File: src/rtl/key_debouncer_if.sv
// Pushbutton bundle between the raw KEY pins and the debounced event outputs.
// master drives KEY; slave is the debouncer that produces the cleaned levels and pulses.
interface key_debouncer_if #(
  parameter int NUM_KEYS = 3
);
  logic [NUM_KEYS-1:0] KEY;
  logic [NUM_KEYS-1:0] PRESSED;
  logic [NUM_KEYS-1:0] PRESS_P;
  logic [NUM_KEYS-1:0] RELEASE_P;
  logic [NUM_KEYS-1:0] REPEAT_P;

  modport master (output KEY, input PRESSED, PRESS_P, RELEASE_P, REPEAT_P);
  modport slave  (input KEY, output PRESSED, PRESS_P, RELEASE_P, REPEAT_P);
endinterface

File: src/rtl/key_debouncer.sv
// Per-key synchronizer + stable-sample debounce FSM producing a level and press/release pulses.
// Optional auto-repeat pulses are built only when KEY_DEBOUNCER_AUTOREPEAT_EN is defined.
module key_debouncer #(
  parameter int NUM_KEYS        = 3,
  parameter int DEBOUNCE_CYCLES = 1000000,
  parameter int REPEAT_DELAY    = 25000000,
  parameter int REPEAT_PERIOD   = 5000000
) (
  input  logic           CLOCK_50,
  input  logic           RESET_N,
  key_debouncer_if.slave kif
);
  localparam int              CW      = $clog2(DEBOUNCE_CYCLES + 1);
  localparam logic [CW-1:0]   DB_LAST = CW'(DEBOUNCE_CYCLES - 1);
  localparam logic [CW-1:0]   CNT_ONE = CW'(1);

  typedef enum logic [1:0] {
    IDLE    = 2'd0,
    PEND_DN = 2'd1,
    HELD    = 2'd2,
    PEND_UP = 2'd3
  } state_t;

  logic [NUM_KEYS-1:0] sync1_r;
  logic [NUM_KEYS-1:0] sync2_r;
  logic [NUM_KEYS-1:0] key_s;
  logic [NUM_KEYS-1:0] pressed_s;
  logic [NUM_KEYS-1:0] press_p_s;
  logic [NUM_KEYS-1:0] release_p_s;
  logic [NUM_KEYS-1:0] repeat_p_s;

  // two-flop synchronizer; resets to the released (high) pin level
  always_ff @(posedge CLOCK_50 or negedge RESET_N) begin
    if (!RESET_N) begin
      sync1_r <= {NUM_KEYS{1'b1}};
      sync2_r <= {NUM_KEYS{1'b1}};
    end else begin
      sync1_r <= kif.KEY;
      sync2_r <= sync1_r;
    end
  end

  assign key_s = ~sync2_r;

  for (genvar k = 0; k < NUM_KEYS; k++) begin : g_key
    state_t        state_r;
    logic [CW-1:0] cnt_r;
    logic          pressed_r;
    logic          press_p_r;
    logic          release_p_r;

    // debounce FSM: a change is accepted after DEBOUNCE_CYCLES consecutive equal samples
    always_ff @(posedge CLOCK_50 or negedge RESET_N) begin
      if (!RESET_N) begin
        state_r     <= IDLE;
        cnt_r       <= '0;
        pressed_r   <= 1'b0;
        press_p_r   <= 1'b0;
        release_p_r <= 1'b0;
      end else begin
        press_p_r   <= 1'b0;
        release_p_r <= 1'b0;
        case (state_r)
          IDLE: begin
            if (!key_s[k]) begin
              cnt_r <= '0;
            end else if (DEBOUNCE_CYCLES == 1) begin
              state_r   <= HELD;
              cnt_r     <= '0;
              pressed_r <= 1'b1;
              press_p_r <= 1'b1;
            end else begin
              state_r <= PEND_DN;
              cnt_r   <= CNT_ONE;
            end
          end
          PEND_DN: begin
            if (!key_s[k]) begin
              state_r <= IDLE;
              cnt_r   <= '0;
            end else if (cnt_r == DB_LAST) begin
              state_r   <= HELD;
              cnt_r     <= '0;
              pressed_r <= 1'b1;
              press_p_r <= 1'b1;
            end else begin
              cnt_r <= cnt_r + CNT_ONE;
            end
          end
          HELD: begin
            if (key_s[k]) begin
              cnt_r <= '0;
            end else if (DEBOUNCE_CYCLES == 1) begin
              state_r     <= IDLE;
              cnt_r       <= '0;
              pressed_r   <= 1'b0;
              release_p_r <= 1'b1;
            end else begin
              state_r <= PEND_UP;
              cnt_r   <= CNT_ONE;
            end
          end
          PEND_UP: begin
            if (key_s[k]) begin
              state_r <= HELD;
              cnt_r   <= '0;
            end else if (cnt_r == DB_LAST) begin
              state_r     <= IDLE;
              cnt_r       <= '0;
              pressed_r   <= 1'b0;
              release_p_r <= 1'b1;
            end else begin
              cnt_r <= cnt_r + CNT_ONE;
            end
          end
          default: begin
            state_r   <= IDLE;
            cnt_r     <= '0;
            pressed_r <= 1'b0;
          end
        endcase
      end
    end

    assign pressed_s[k]   = pressed_r;
    assign press_p_s[k]   = press_p_r;
    assign release_p_s[k] = release_p_r;

`ifdef KEY_DEBOUNCER_AUTOREPEAT_EN
    localparam int            RMAX    = (REPEAT_DELAY > REPEAT_PERIOD) ? REPEAT_DELAY : REPEAT_PERIOD;
    localparam int            RW      = $clog2(RMAX + 1);
    localparam logic [RW-1:0] RD_LAST = RW'(REPEAT_DELAY - 1);
    localparam logic [RW-1:0] RP_LAST = RW'(REPEAT_PERIOD - 1);

    logic [RW-1:0] rep_cnt_r;
    logic          rep_armed_r;
    logic          rep_p_r;
    logic          rel_acc_s;
    logic          rep_due_s;

    // release accepted on this edge: the repeat pulse is suppressed in that cycle
    assign rel_acc_s = !key_s[k] && ((state_r == PEND_UP && cnt_r == DB_LAST) ||
                                     (DEBOUNCE_CYCLES == 1 && state_r == HELD));
    assign rep_due_s = rep_armed_r ? (rep_cnt_r == RP_LAST) : (rep_cnt_r == RD_LAST);

    // repeat timer: first interval is REPEAT_DELAY, later ones REPEAT_PERIOD
    always_ff @(posedge CLOCK_50 or negedge RESET_N) begin
      if (!RESET_N) begin
        rep_cnt_r   <= '0;
        rep_armed_r <= 1'b0;
        rep_p_r     <= 1'b0;
      end else if ((state_r == HELD || state_r == PEND_UP) && !rel_acc_s) begin
        if (rep_due_s) begin
          rep_cnt_r   <= '0;
          rep_armed_r <= 1'b1;
          rep_p_r     <= 1'b1;
        end else begin
          rep_cnt_r   <= rep_cnt_r + RW'(1);
          rep_p_r     <= 1'b0;
        end
      end else begin
        rep_cnt_r   <= '0;
        rep_armed_r <= 1'b0;
        rep_p_r     <= 1'b0;
      end
    end

    assign repeat_p_s[k] = rep_p_r;
`else
    assign repeat_p_s[k] = 1'b0;
`endif
  end

  assign kif.PRESSED   = pressed_s;
  assign kif.PRESS_P   = press_p_s;
  assign kif.RELEASE_P = release_p_s;
  assign kif.REPEAT_P  = repeat_p_s;
endmodule
File: src/flat_wrapper.sv
// flat-port wrapper written by rule: the top's interface ports become plain ports
module key_debouncer_flat 
#(
  parameter int NUM_KEYS        = 3,
  parameter int DEBOUNCE_CYCLES = 1000000,
  parameter int REPEAT_DELAY    = 25000000,
  parameter int REPEAT_PERIOD   = 5000000
)
  (CLOCK_50, RESET_N, kif_KEY, kif_PRESSED, kif_PRESS_P, kif_RELEASE_P, kif_REPEAT_P);
  key_debouncer_if #(.NUM_KEYS(NUM_KEYS)) kif_i ();
  input  logic CLOCK_50;
  input  logic RESET_N;
  input wire logic [$bits(kif_i.KEY)-1:0] kif_KEY;
  output wire logic [$bits(kif_i.PRESSED)-1:0] kif_PRESSED;
  output wire logic [$bits(kif_i.PRESS_P)-1:0] kif_PRESS_P;
  output wire logic [$bits(kif_i.RELEASE_P)-1:0] kif_RELEASE_P;
  output wire logic [$bits(kif_i.REPEAT_P)-1:0] kif_REPEAT_P;
  assign kif_i.KEY = kif_KEY;
  assign kif_PRESSED = kif_i.PRESSED;
  assign kif_PRESS_P = kif_i.PRESS_P;
  assign kif_RELEASE_P = kif_i.RELEASE_P;
  assign kif_REPEAT_P = kif_i.REPEAT_P;
  key_debouncer #(.NUM_KEYS(NUM_KEYS), .DEBOUNCE_CYCLES(DEBOUNCE_CYCLES), .REPEAT_DELAY(REPEAT_DELAY), .REPEAT_PERIOD(REPEAT_PERIOD)) u_core (.CLOCK_50(CLOCK_50), .RESET_N(RESET_N), .kif(kif_i));
endmodule
File: config.mk
export PLATFORM = sky130hd
export DESIGN_NAME = key_debouncer_flat
export DESIGN_NICKNAME = d
export VERILOG_FILES = /design/src/rtl/key_debouncer_if.sv /design/src/rtl/key_debouncer.sv /design/src/flat_wrapper.sv
export SDC_FILE = /design/constraint.sdc
export NUM_CORES = 1
export LEC_CHECK = 0
export ABC_AREA = 1
export CAP_MARGIN = 10
export CORE_MARGIN = 1.5
export CORE_UTILIZATION = 57
export CTS_BUF_LIST = sky130_fd_sc_hd__clkbuf_8
export CTS_CLUSTER_DIAMETER = 40
export DETAILED_ROUTE_END_ITERATION = 7
export GPL_TIMING_DRIVEN = 0
export PLACE_DENSITY = 0.86
export SYNTH_ARGS = -nofsm -noshare
export SYNTH_HDL_FRONTEND = slang
export SYNTH_SLANG_ARGS = --single-unit
File: constraint.sdc
create_clock -name CLOCK_50 -period 1.4 [get_ports CLOCK_50]
set_clock_uncertainty 0.05 [all_clocks]
set_input_delay 0.28 -clock CLOCK_50 [delete_from_list [all_inputs] [get_ports CLOCK_50]]
set_output_delay 0.28 -clock CLOCK_50 [all_outputs]
set_load 0.03 [all_outputs]
==> results.sh, run 1 <==
export IMPL_synth_commonest_cells="nand2_1, nor2_1, dfrtp_1"
export IMPL_port_buffers=13
export IMPL_yosysUniqueCellTypes=32
export IMPL_finalHoldViolCount=0
export IMPL_die_w_microns=91.10
export IMPL_core_area_sq_um=7370
export IMPL_yosys_register_bits=81
export IMPL_required_ns=1.59
export IMPL_synthArstFlopShare_pct=100.0
export IMPL_finalCriticalPeriod_ns=1.655
export IMPL_post_place_ws_ns=-0.2455
export IMPL_clkLatencyLatePin_ns=0.37
export IMPL_root_buffer="clkbuf_8"
export IMPL_ys_warn_count=0
export IMPL_routed_via_density=5.810
export IMPL_htreeDepth=3
export IMPL_synth_edf_count=0
export IMPL_cts_buffers_inserted=9
export IMPL_ant_nets=0
export IMPL_drc=0
export IMPL_hpwl_mm=6.048
export IMPL_worst_slack_ns=-0.2549
export IMPL_place_congestion=0.8844
export IMPL_yosysSeqAreaShare_pct=45.98
export IMPL_vias=4392
export IMPL_firstDrtPassIters=5
export IMPL_clk_path_buf_depth=2
export IMPL_leakagePower_nw=2.656
export IMPL_tightestPinTransition_ns=0.5111
export IMPL_final_util_pct=80.12
export IMPL_endpoint_kind="register"
export IMPL_crit_fanout=4
export IMPL_avgSynthCellArea_sq_um=7.872
export IMPL_synthFlopType="dfrtp_1"
export IMPL_final_max_slew_viol_count=0
export IMPL_drt_total_wl_mm=14.35
export IMPL_synth_top_area_share_pct=42.42
export IMPL_max_freq_mhz=604.2
export IMPL_ys_top_cells_by_area="dfrtp_1, nand2_1, nor2_1"
export IMPL_die_area_sq_um=8299
export IMPL_status="finished with violations"
export IMPL_yosysMostFrequentCell="nand2_1"
export IMPL_drive_gt1_share_pct=38.05
export IMPL_rows=31
export IMPL_min_path_type="in -> reg"
export IMPL_worstSetupPathType="reg -> reg"
export IMPL_grt_max_degree=44
export IMPL_die_y_microns=91.10
export IMPL_clock_sinks=81
export IMPL_setup_violations=77
export IMPL_post_route_period_util_pct=118.2
export IMPL_setup_tns_final_ns=-11.95
export IMPL_critPathLaunchType="register"
export IMPL_syn_inst=562
export IMPL_power_density_nw_per_um2=800.6
export IMPL_violations="setup timing"
export IMPL_p_total_mw=4.727
export IMPL_cp_arrival_ns=1.85
export IMPL_placed_area_sq_um=4703
export IMPL_grt_pass1_vias=3778
export IMPL_slew_headroom_pct=65.93
export IMPL_wl_per_cell_microns=18.98
export IMPL_final_cell_area_sq_um=5904
export IMPL_pin_count=17
export IMPL_syn2layout_area_growth_pct=33.46
export IMPL_yosysTopAreaCell="dfrtp_1"
export IMPL_drv_cap=0
export IMPL_clk_pin_slew_worst_paths_ns=0.10
export IMPL_rsz0062_at_grt="yes"
export IMPL_grtUsageTotal_pct=25.61
export IMPL_synthesis_area_sq_um=4424
export IMPL_finalNetCount=660
export IMPL_start_util_pct=60.03
export IMPL_antenna_found_initial=0
export IMPL_vdd_ir_drop_max_mv=0.7891
export IMPL_grt_overflow=0
export IMPL_cts_tree="done"
export IMPL_drtIter0Drc=552
export IMPL_grt_pass1_wl_mm=16.95
export IMPL_diodes=0
[sequential cells by signal (all words and copies together) (netlist names), named ones only]
signal	count
u_core.g_key.cnt_r	60
u_core.g_key.press_p_r	3
u_core.g_key.pressed_r	3
u_core.g_key.release_p_r	3
u_core.g_key.state_r	3
u_core.sync1_r	3
u_core.sync2_r	3
[report_power, final]
| part | internal [mW] | switching, mW | total, mW |
|---|---|---|---|
| registers | 2.37 | 0.0332 | 2.40 |
| logic | 0.119 | 0.191 | 0.310 |
| clock network | 1.02 | 0.990 | 2.01 |
| total | 3.51 | 1.21 | 4.73 |
[through the flow]
step	cells	hold slack (ns)
finish	756	0.2503
global route	756	0.2441
CTS	718	0.2638
detailed placement	677	0.2293
global placement	676	0.2966
floorplan	564	-0.06559
[cells by family after synthesis]
| kind of cell | count (synthesis) | share of synthesized area, % |
|---|---|---|
| AO/OA/AOI/OAI | 21 | 2.602 |
| buffers and inverters | 93 | 9.474 |
| AND/OR/NAND/NOR | 330 | 34.47 |
| XOR/XNOR | 33 | 6.533 |
| flip-flops | 81 | 45.98 |
| adder cells (fa/ha/maj) | 3 | 0.8485 |
| other | 1 | 0.08476 |
[metal layers]
| metal | routed length, microns | global-route usage [%] | part of all wire (%) |
|---|---|---|---|
| met4 | 1052 | 13.93 | 7.3 |
| met5 | 0 | 0 | 0 |
| met3 | 1145 | 4.774 | 8.0 |
| met1 | 5115 | 29.26 | 36 |
| met2 | 7033 | 45.02 | 49 |
[worst paths after layout]
path	startpoint	to	slack, ns	depth (start not counted)
setup / recovery	u_core.g_key[0].cnt_r[0]	register	-0.25	7
hold / removal	kif_KEY[1]	u_core.sync1_r[1]	0.25	1
setup reg to reg	u_core.g_key[0].cnt_r[0]	register	-0.25	7
hold reg to reg	u_core.sync1_r[2]	u_core.sync2_r[2]	0.31	0
max in group asynchronous	RESET_N	u_core.g_key[1].cnt_r[12]	0.31	3
min in group asynchronous	RESET_N	u_core.g_key[2].cnt_r[3]	0.37	2
[what timing repair did]
action | CTS | global route
hold buffers | 1 | 0
buffers inserted | 21 | 37
resized for setup | 86 | 107
hold endpoints to repair | 32 | 0
setup endpoints to repair | 78 | 77
gates cloned | 3 | 1
pin swaps | 24 | 49
[cell type report]
class                           count  area [sq um]
Buffer                             14         121.4
Clock buffer                        9         123.9
Clock inverter                      7         101.3
Fill cell                         394          1465
Inverter                           79         316.6
Multi-Input combinational cell    391          2404
Sequential cell                    81          2044
Tap cell                           99         123.9
Timing Repair Buffer               75         660.6
Timing Repair inverter              1         8.758
[layout by cell type (no fill, tap or decap), drive strengths merged]
cell           netlist  final
nand2              139    139
nor2               134    135
buf                 14     84
inv                 78     81
dfrtp               75     75
nand3               30     30
xor2                24     24
nor3                12     12
clkbuf               0     10
o21ai               10     10
nand4                9      9
xnor2                9      9
a21oi                8      8
dfstp                6      6
conb                 1      3
clkdlybuf4s50        0      3
nor3b                3      3
ha                   3      3
o21bai               2      2
clkinvlp             0      2
bufinv               0      2
clkinv               1      2
and2                 2      2
and3                 1      1
a31oi                1      1
dlygate4sd3          0      1
[worst max-delay path, cell delays in order, from the launching register on]
cell	delay [ns]
dfrtp_1	0.42
ha_2	0.25
nand3_4	0.11
buf_6	0.16
nor2_4	0.06
nand4_1	0.19
nand2_1	0.18
o21ai_1	0.11
(Power assumes the default switching activity.)
==> run 2: changes to the inputs <==
--- a/config.mk
+++ b/config.mk
@@ -7,10 +7,11 @@
 export LEC_CHECK = 0
 export ABC_AREA = 1
 export CAP_MARGIN = 10
+export CELL_PAD_IN_SITES_DETAIL_PLACEMENT = 1
+export CELL_PAD_IN_SITES_GLOBAL_PLACEMENT = 1
 export CORE_MARGIN = 1.5
-export CORE_UTILIZATION = 57
+export CORE_UTILIZATION = 43
 export CTS_BUF_LIST = sky130_fd_sc_hd__clkbuf_8
-export CTS_CLUSTER_DIAMETER = 40
 export DETAILED_ROUTE_END_ITERATION = 7
 export GPL_TIMING_DRIVEN = 0
 export PLACE_DENSITY = 0.86
==> results.sh, run 2 (synthesized netlist as in run 1, its figures left out) <==
export IMPL_vdd_ir_drop_max_mv=0.7915
export IMPL_die_area_sq_um=10910
export IMPL_cts_buffers_inserted=9
export IMPL_whs_path_depth=1
export IMPL_pin_count=17
export IMPL_grt_pass1_vias=4335
export IMPL_crit_buf_inv=2
export IMPL_largest_reg_flops=60
export IMPL_place_congestion=0.8025
export IMPL_grt_overflow=0
export IMPL_rows=36
export IMPL_busiest_layer="met2"
export IMPL_diodes=0
export IMPL_finalHoldViolCount=0
export IMPL_required_ns=1.61
export IMPL_core_area_sq_um=9864
export IMPL_drv_cap=0
export IMPL_reg2reg_to="u_core.g_key[0].cnt_r[6]"
export IMPL_min_path_type="in -> reg"
export IMPL_vias=4293
export IMPL_leakagePower_nw=2.661
export IMPL_cp_slowest_stage_delay_ns=0.40
export IMPL_worst_slack_ns=-0.2763
export IMPL_root_buffer="clkbuf_8"
export IMPL_max_freq_mhz=596.6
export IMPL_port_buffers=13
export IMPL_antenna_found_initial=0
export IMPL_htreeDepth=3
export IMPL_power_density_nw_per_um2=763.8
export IMPL_syn2layout_area_growth_pct=37.30
export IMPL_die_w_microns=104.4
export IMPL_die_y_microns=104.4
export IMPL_cts_tree="done"
export IMPL_firstDrtPassIters=6
export IMPL_crit_path_cell_trace="nor2_1 > nand2_1 > nor2_4 > inv_2 > nor2_4 > nor2_8 > clkinv_4 > nor2_2"
export IMPL_cp_common_cell="nor2_4"
export IMPL_drc=0
export IMPL_post_place_ws_ns=-0.2531
export IMPL_crit_path_top_delay_cell="dfrtp_1"
export IMPL_rsz0062_at_grt="yes"
export IMPL_finalNetCount=658
export IMPL_clk_path_buf_depth=2
export IMPL_holdCritStartpoint="kif_KEY[0]"
export IMPL_routed_via_density=5.448
export IMPL_hpwl_mm=7.266
export IMPL_crit_fanout=6
export IMPL_worstReg2RegStart="u_core.g_key[0].cnt_r[13]"
export IMPL_violations="setup timing"
export IMPL_reg2regPathDepth=8
export IMPL_cp_num_cells=8
export IMPL_clock_sinks=81
export IMPL_p_total_mw=4.639
export IMPL_final_util_pct=61.58
export IMPL_status="finished with violations"
export IMPL_regMostFlops="u_core.g_key.cnt_r"
export IMPL_worst_path_dominant_cell_family="simple AND/OR/NAND/NOR gates"
export IMPL_grt_util_met2_pct=43.94
export IMPL_endpoint_kind="register"
export IMPL_worstSetupPathType="reg -> reg"
export IMPL_holdPathEnd="u_core.sync1_r[0]"
export IMPL_post_route_period_util_pct=119.7
export IMPL_cp_arrival_ns=1.89
export IMPL_ant_nets=0
export IMPL_final_max_slew_viol_count=0
export IMPL_drt_total_wl_mm=17.83
export IMPL_start_util_pct=44.85
export IMPL_grtUsageMet3_pct=5.138
export IMPL_drive_gt1_share_pct=41.83
export IMPL_clkLatencyLatePin_ns=0.39
export IMPL_grt_use_met1_pct=28.15
export IMPL_layout_commonest_cell="nand2_1"
export IMPL_wl_per_cell_microns=22.63
export IMPL_critPathLaunchType="register"
export IMPL_ff2ff_setup_slack_ns=-0.28
export IMPL_setup_violations=76
export IMPL_drtIter0Drc=214
export IMPL_final_cell_mix="nand2_1, inv_1, dfrtp_1"
export IMPL_grtUsageTotal_pct=24.42
export IMPL_grt_max_degree=52
export IMPL_fin_hold_ws_ns=0.2551
export IMPL_clk_pin_slew_worst_paths_ns=0.09
export IMPL_setup_tns_final_ns=-12.41
export IMPL_finalCriticalPeriod_ns=1.676
export IMPL_grt_pass1_wl_mm=21.07
## run 2: changes by cell type in the layout (fill, tap and decap cells not counted), moves of 5 or more
cell,change
nor2_4,+15
xor2_2,+5
xor2_1,-5
nor2_1,-14
nand2_1,-5
## run 2: worst register-to-register path, delay by kind of cell, from the launching register on
| family | cells | cell delay (ns) |
|---|---|---|
| and+or+nand+nor | 6 | 0.94 |
| DFF | 1 | 0.40 |
| buffers and inverters | 2 | 0.19 |
## run 2: what timing repair did
item                                    in CTS  in global routing
cloned                                       3                  1
setup buffers                               32                 24
endpoints found under the hold margin       26                  0
hold buffers                                 1                  0
pin swaps                                   27                 38
endpoints found under the setup margin      80                 80
gates resized for setup                    125                114
## run 2: power breakdown
| group | internal (mW) | switching, mW | total [mW] |
|---|---|---|---|
| combinational | 0.125 | 0.216 | 0.341 |
| clock | 0.838 | 1.05 | 1.89 |
| sequential | 2.37 | 0.0362 | 2.41 |
## run 2: metrics by stage
stage          instances  instance area, sq um
2_1_floorplan        564                  4432
3_3_place_gp         710                  4728
3_5_place_dp         711                  4753
4_1_cts              763                  5453
5_1_grt              788                  6075
6_report             788                  6075
## run 2: cell type report
class	instances	area, sq um
Multi-Input combinational cell	391	2564
Buffer	14	125.1
Clock buffer	9	123.9
Sequential cell	81	2049
Timing Repair Buffer	73	641.9
Fill cell	1131	3790
Clock inverter	7	76.32
Tap cell	133	166.4
Inverter	79	319.1
Timing Repair inverter	1	8.758
## run 2: how the worst max path moves through the flow
stage | slack, ns | endpoint | start
floorplan | 0.005 | u_core.g_key[2].cnt_r[10] | u_core.g_key[2].cnt_r[0]
CTS | -0.10 | u_core.g_key[1].cnt_r[7] | u_core.g_key[1].cnt_r[0]
global placement | -2.95 | u_core.g_key[0].pressed_r | RESET_N
detailed placement | -0.25 | u_core.g_key[2].cnt_r[12] | u_core.g_key[2].cnt_r[0]
finish | -0.28 | u_core.g_key[0].cnt_r[6] | u_core.g_key[0].cnt_r[13]
global route | -0.37 | u_core.g_key[0].cnt_r[6] | u_core.g_key[0].cnt_r[13]
## run 2: layer usage
layer / routed length, microns / vias to the layer above
li1: - / 1873
met1: 6988 / 2212
met2: 9241 / 139
met3: 796 / 69
met4: 805 / 0
met5: 0 / -
